## src/rtl/rv32i_alu.sv

```systemverilog
// RV32I single-cycle ALU: combinational result/zero plus a registered trace copy.
// Define ALU_FLAGS_EN to add Negative/Carry/Overflow outputs and their registered copies.
module rv32i_alu (
    input  logic        clk,
    input  logic        rst_n,
    input  logic [31:0] RD1,
    input  logic [31:0] SrcB,
    input  logic [3:0]  ALUControl,
    output logic [31:0] ALUResult,
    output logic        Zero,
    output logic [31:0] ALUResult_q,
    output logic        Zero_q
`ifdef ALU_FLAGS_EN
    ,
    output logic        Negative,
    output logic        Carry,
    output logic        Overflow,
    output logic        Negative_q,
    output logic        Carry_q,
    output logic        Overflow_q
`endif
);

    typedef enum logic [3:0] {
        ALU_ADD   = 4'b0000,
        ALU_SUB   = 4'b0001,
        ALU_AND   = 4'b0010,
        ALU_OR    = 4'b0011,
        ALU_XOR   = 4'b0100,
        ALU_SLL   = 4'b0101,
        ALU_SRL   = 4'b0110,
        ALU_SRA   = 4'b0111,
        ALU_SLT   = 4'b1000,
        ALU_SLTU  = 4'b1001,
        ALU_PASSB = 4'b1010
    } alu_op_e;

    alu_op_e     op;
    logic [4:0]  shamt;
    logic [31:0] sum;
    logic [31:0] diff;

    assign op    = alu_op_e'(ALUControl);
    assign shamt = SrcB[4:0];
    assign sum   = RD1 + SrcB;
    assign diff  = RD1 - SrcB;

    // NOTE: every path of a combinational block must assign its outputs; the
    // default assignment up front is what keeps this from inferring a latch.
    always_comb begin
        ALUResult = '0;
        case (op)
            ALU_ADD:   ALUResult = sum;
            ALU_SUB:   ALUResult = diff;
            ALU_AND:   ALUResult = RD1 & SrcB;
            ALU_OR:    ALUResult = RD1 | SrcB;
            ALU_XOR:   ALUResult = RD1 ^ SrcB;
            ALU_SLL:   ALUResult = RD1 << shamt;
            ALU_SRL:   ALUResult = RD1 >> shamt;
            ALU_SRA:   ALUResult = $signed(RD1) >>> shamt;
            ALU_SLT:   ALUResult = {31'b0, $signed(RD1) < $signed(SrcB)};
            ALU_SLTU:  ALUResult = {31'b0, RD1 < SrcB};
            ALU_PASSB: ALUResult = SrcB;
            default:   ALUResult = '0;
        endcase
    end

    assign Zero = (ALUResult == 32'd0);

    // NOTE: sequential state uses non-blocking assignments so every register
    // samples pre-edge values regardless of statement order.
    always_ff @(posedge clk or negedge rst_n) begin
        if (!rst_n) begin
            ALUResult_q <= '0;
            Zero_q      <= 1'b0;
        end else begin
            ALUResult_q <= ALUResult;
            Zero_q      <= Zero;
        end
    end

`ifdef ALU_FLAGS_EN
    logic [32:0] sum_ext;

    assign sum_ext  = {1'b0, RD1} + {1'b0, SrcB};
    assign Negative = ALUResult[31];

    always_comb begin
        Carry    = 1'b0;
        Overflow = 1'b0;
        case (op)
            ALU_ADD: begin
                Carry    = sum_ext[32];
                Overflow = (RD1[31] == SrcB[31]) && (sum[31] != RD1[31]);
            end
            ALU_SUB: begin
                // Carry is "no borrow", i.e. A >= B unsigned.
                Carry    = (RD1 >= SrcB);
                Overflow = (RD1[31] != SrcB[31]) && (diff[31] != RD1[31]);
            end
            default: ;
        endcase
    end

    always_ff @(posedge clk or negedge rst_n) begin
        if (!rst_n) begin
            Negative_q <= 1'b0;
            Carry_q    <= 1'b0;
            Overflow_q <= 1'b0;
        end else begin
            Negative_q <= Negative;
            Carry_q    <= Carry;
            Overflow_q <= Overflow;
        end
    end
`endif

endmodule

```

## config.mk

```make
export PLATFORM = sky130hd
export DESIGN_NAME = rv32i_alu
export DESIGN_NICKNAME = d
export VERILOG_FILES = /design/src/rtl/rv32i_alu.sv
export SDC_FILE = /design/constraint.sdc
export NUM_CORES = 1
export LEC_CHECK = 0
export CAP_MARGIN = 20
export CORE_MARGIN = 2
export CORE_UTILIZATION = 35
export CTS_CLUSTER_SIZE = 12
export DETAILED_ROUTE_END_ITERATION = 10
export HOLD_SLACK_MARGIN = 0.02
export SETUP_SLACK_MARGIN = 0.1
export SYNTH_ARGS = -nofsm -noshare
export SYNTH_HDL_FRONTEND = slang
export SYNTH_SLANG_ARGS = --single-unit
```

## constraint.sdc

```tcl
create_clock -name clk -period 7.05 [get_ports clk]
set_input_delay 0.705 -clock clk [delete_from_list [all_inputs] [get_ports clk]]
set_output_delay 0.705 -clock clk [all_outputs]
set_load 0.02 [all_outputs]
```

==> key figures <==
Run status
  • Result of the run: complete, no violations

Setup path
  • Crit-path most repeated cell: sky130_fd_sc_hd__clkdlybuf4s50_1
  • Crit path kind: in2out
  • Family with the most delay on the worst path: compound AO/OA/AOI/OAI gates
  • Crit path launch type: input port
  • Data arrival, critical path: 5930 ps
  • CP Cell Sequence: clkdlybuf4s50_1 > inv_1 > ha_1 > nor2b_1 > o2111ai_1 > a2111oi_0 > o211a_1 > nor4_1 > a311oi_1 > o21ai_1 > or4_1 > nor3_1 > nand4b_1 > nor2_1 > clkdlybuf4s50_1
  • Data required time of the worst path: 6340 ps
  • Kind of capture point of the worst setup path: output pin
  • Worst Path Max Fanout: 11
  • CP max stage delay: 870 ps
  • Max stage delay cell, worst path: sky130_fd_sc_hd__a2111oi_0
  • Number of buffer and inverter stages on the critical path: 3

Clock network
  • Library cell used as clock root buffer: sky130_fd_sc_hd__clkbuf_16
  • CTS tree: built
  • Number of setup buffers added after CTS: 0
  • Number of hold-repair buffers added at the cts stage: 0
  • # clock sinks: 33
  • PostCTS Resize Cnt: 0
  • Deepest level of the CTS H-tree: 2
  • Number of buffers created by CTS: 5
  • Clock transition at path regs: 60 ps
  • Number of buffers on the longest clock path: 2

STA
  • Setup Total Neg Slack: 0 ps
  • Final hold violations: 0
  • Period utilisation layout: 0.942
  • Maximum frequency from static timing analysis: 151 MHz
  • Slew margin rel.: 0.298
  • Minimum clock period after layout: 6640 ps
  • RSZ-0062 raised after global routing: false
  • Slew at the pin closest to its max-slew limit: 1020 ps
  • Final WS setup: 410 ps
  • Max-slew violations: 0
  • Endpoints failing setup: 0

Pwr
  • Static Leakage: 0.00521 uW
  • Peak supply drop: 0.0864 mV
  • PD cells: 119 nW/um2

Final layout
  • FILL cells: 3,061
  • Share of cells above drive strength 1: 0.126
  • Synthesis-to-finish area growth: 20.4%
  • Diodes inserted: 0
  • Number of nets in the finished design: 1,706

Logic synthesis
  • Post-synth EDFFs: 0
  • Count of state elements after synthesis: 33
  • Mapped Avg Cell Area: 7.44 um2
  • Combined area of all synthesized cells: 10,600 um2
  • Warning count from the yosys run: 0
  • Mapped Nets: 1,595
  • Distinct cell type count of the synthesized netlist: 88
  • Seq/Total Area, Yosys: 0.0781
  • Area fraction of the dominant cell type after synthesis: 0.120
  • Cells taking the most area after synthesis: sky130_fd_sc_hd__ha_1, sky130_fd_sc_hd__mux4_2, sky130_fd_sc_hd__dfrtp_1
  • Number of instances in the synthesized netlist: 1,422
  • Proportion of synthesized flip-flops having asynchronous set or reset: 1.00
  • Cell type with the largest total area after synthesis: sky130_fd_sc_hd__ha_1
  • Post-synth top flop: sky130_fd_sc_hd__dfrtp_1

Placed design
  • Worst setup slack after placement: 534 ps
  • Global placement routability congestion: 1.04
  • Detail Placement HPWL: 42.9 mm
  • Total of buffers placed on input and output ports: 135

Hold path
  • Hold Path Class: in2async

Routing
  • Detailed route wirelength on metal2: 22.4 mm
  • Final wirelength: 53.5 mm
  • DR pass1 iterations: 9
  • Residual antenna-violating net count after detailed routing: 0
  • Detailed-route DRC error count: 0
  • Uppermost layer routed: met4
  • Detail-routed via count per cell: 6.65
  • Initial DRC count: 1,825
  • Total number of vias: 12,800
  • Met1 wire length: 21.3 mm
  • Routed wire length on met3: 6.22 mm
  • Routed len/inst: 27.8 um

Floorplan
  • Die outline height: 178 um
  • FP Rows: 63
  • Placeable Area: 29,700 um2
  • Horizontal die dimension: 178 um
  • Full die area: 31,600 um2
  • Initial core utilization: 0.356
  • Number of top-level pins: 136

GRT
  • Pin count of the biggest net entering global routing: 76
  • Global-route wire length before repair: 77.9 mm
  • Number of global-route vias before repair: 11,800
  • Total global routing track utilization: 0.332
  • Number of antenna violations at the first check in global routing: 1
  • Residual overflow from global routing: 0

Run
  • Number of max-capacitance violations reported: 0
[cell usage after synthesis, types with 13 or more instances]
cell type and n:
sky130_fd_sc_hd__mux2_2 26, sky130_fd_sc_hd__buf_1 17, sky130_fd_sc_hd__o22ai_1 16, sky130_fd_sc_hd__nor4_1 13, sky130_fd_sc_hd__nor2_1 126, sky130_fd_sc_hd__a211oi_1 34, sky130_fd_sc_hd__o31ai_1 14, sky130_fd_sc_hd__a21oi_1 106
sky130_fd_sc_hd__nor3_1 40, sky130_fd_sc_hd__o211ai_1 38, sky130_fd_sc_hd__a22oi_1 16, sky130_fd_sc_hd__a21o_1 16, sky130_fd_sc_hd__inv_1 96, sky130_fd_sc_hd__o21ai_0 75, sky130_fd_sc_hd__clkbuf_1 76, sky130_fd_sc_hd__xnor2_1 14
sky130_fd_sc_hd__nand2b_1 17, sky130_fd_sc_hd__a31oi_1 23, sky130_fd_sc_hd__mux4_2 50, sky130_fd_sc_hd__ha_1 101, sky130_fd_sc_hd__dfrtp_1 33, sky130_fd_sc_hd__nand3_1 31, sky130_fd_sc_hd__mux2i_1 44, sky130_fd_sc_hd__nand2_1 128
sky130_fd_sc_hd__nor2b_1 15
[worst max-delay path by stage]
stage	startpoint	end	slack (ps)	cells past startpoint
final	RD1[2]	Zero	410	15
after global routing	RD1[2]	Zero	150	15
after detailed placement	RD1[2]	Zero	530	15
after floorplan	SrcB[2]	Zero	500	18
after global placement	RD1[2]	Zero	650	14
after CTS	RD1[2]	Zero	500	15
[area by class of cell]
type | instances | area (um2) | area share
Multi-Input combinational cell | 1185 | 9000 | 0.707
Timing Repair Buffer | 210 | 1900 | 0.150
Sequential cell | 33 | 826 | 0.0649
Tap cell | 390 | 488 | 0.0383
Inverter | 98 | 368 | 0.0289
Clock buffer | 5 | 125 | 0.00983
Clock inverter | 3 | 17.5 | 0.00138
[layer usage]
metal | up-vias | global-route usage
met3 | 179 | 0.0598
li1 | 5635 | -
met5 | - | 0
met4 | 0 | 0.187
met2 | 958 | 0.502
met1 | 6015 | 0.443
[metrics by stage]
step	hold slack [ps]	total power (uW)	instances	utilization	cell area, um2
finish	826	1520	1924	0.428	12700
global route	869	1600	1924	0.428	12700
CTS	835	1490	1924	0.428	12700
detailed placement	1130	1280	1916	0.423	12600
global placement	1130	1280	1916	0.423	12600
floorplan	409	840	1422	-	10600
[placed cells by master, fill, tap and decap left out, types with 23 or more instances in the layout]
cell | synthesis | final
sky130_fd_sc_hd__clkdlybuf4s50_1 | 0 | 130
sky130_fd_sc_hd__nand2_1 | 128 | 128
sky130_fd_sc_hd__nor2_1 | 126 | 126
sky130_fd_sc_hd__a21oi_1 | 106 | 106
sky130_fd_sc_hd__ha_1 | 101 | 101
sky130_fd_sc_hd__inv_1 | 96 | 96
sky130_fd_sc_hd__o21ai_0 | 75 | 75
sky130_fd_sc_hd__buf_4 | 2 | 75
sky130_fd_sc_hd__mux4_2 | 50 | 50
sky130_fd_sc_hd__mux2i_1 | 44 | 44
sky130_fd_sc_hd__nor3_1 | 40 | 39
sky130_fd_sc_hd__o211ai_1 | 38 | 38
sky130_fd_sc_hd__a211oi_1 | 34 | 34
sky130_fd_sc_hd__dfrtp_1 | 33 | 33
sky130_fd_sc_hd__nand3_1 | 31 | 31
sky130_fd_sc_hd__mux2_2 | 26 | 26
sky130_fd_sc_hd__a31oi_1 | 23 | 23
[kinds of logic (layout without fill, tap and decap cells)]
family,count (synthesis),count (layout),synth area share
xor+xnor,18,18,0.0149
compound gates,491,491,0.324
simple gates,453,453,0.209
mux,120,120,0.176
buf+inv,204,316,0.0750
flops,33,33,0.0781
fa+ha+maj,103,103,0.123
[power by group]
part           switching, uW  internal [uW]  total, uW
combinational            675            417       1090
sequential              6.28            215        221
clock                   77.0            129        206
total                    758            761       1520
[sequential cells by signal, indices dropped and copies added (netlist names)]
| name | cells |
|---|---|
| ALUResult_q | 32 |
| Zero_q | 1 |
Power figures use the tool's default switching activity.
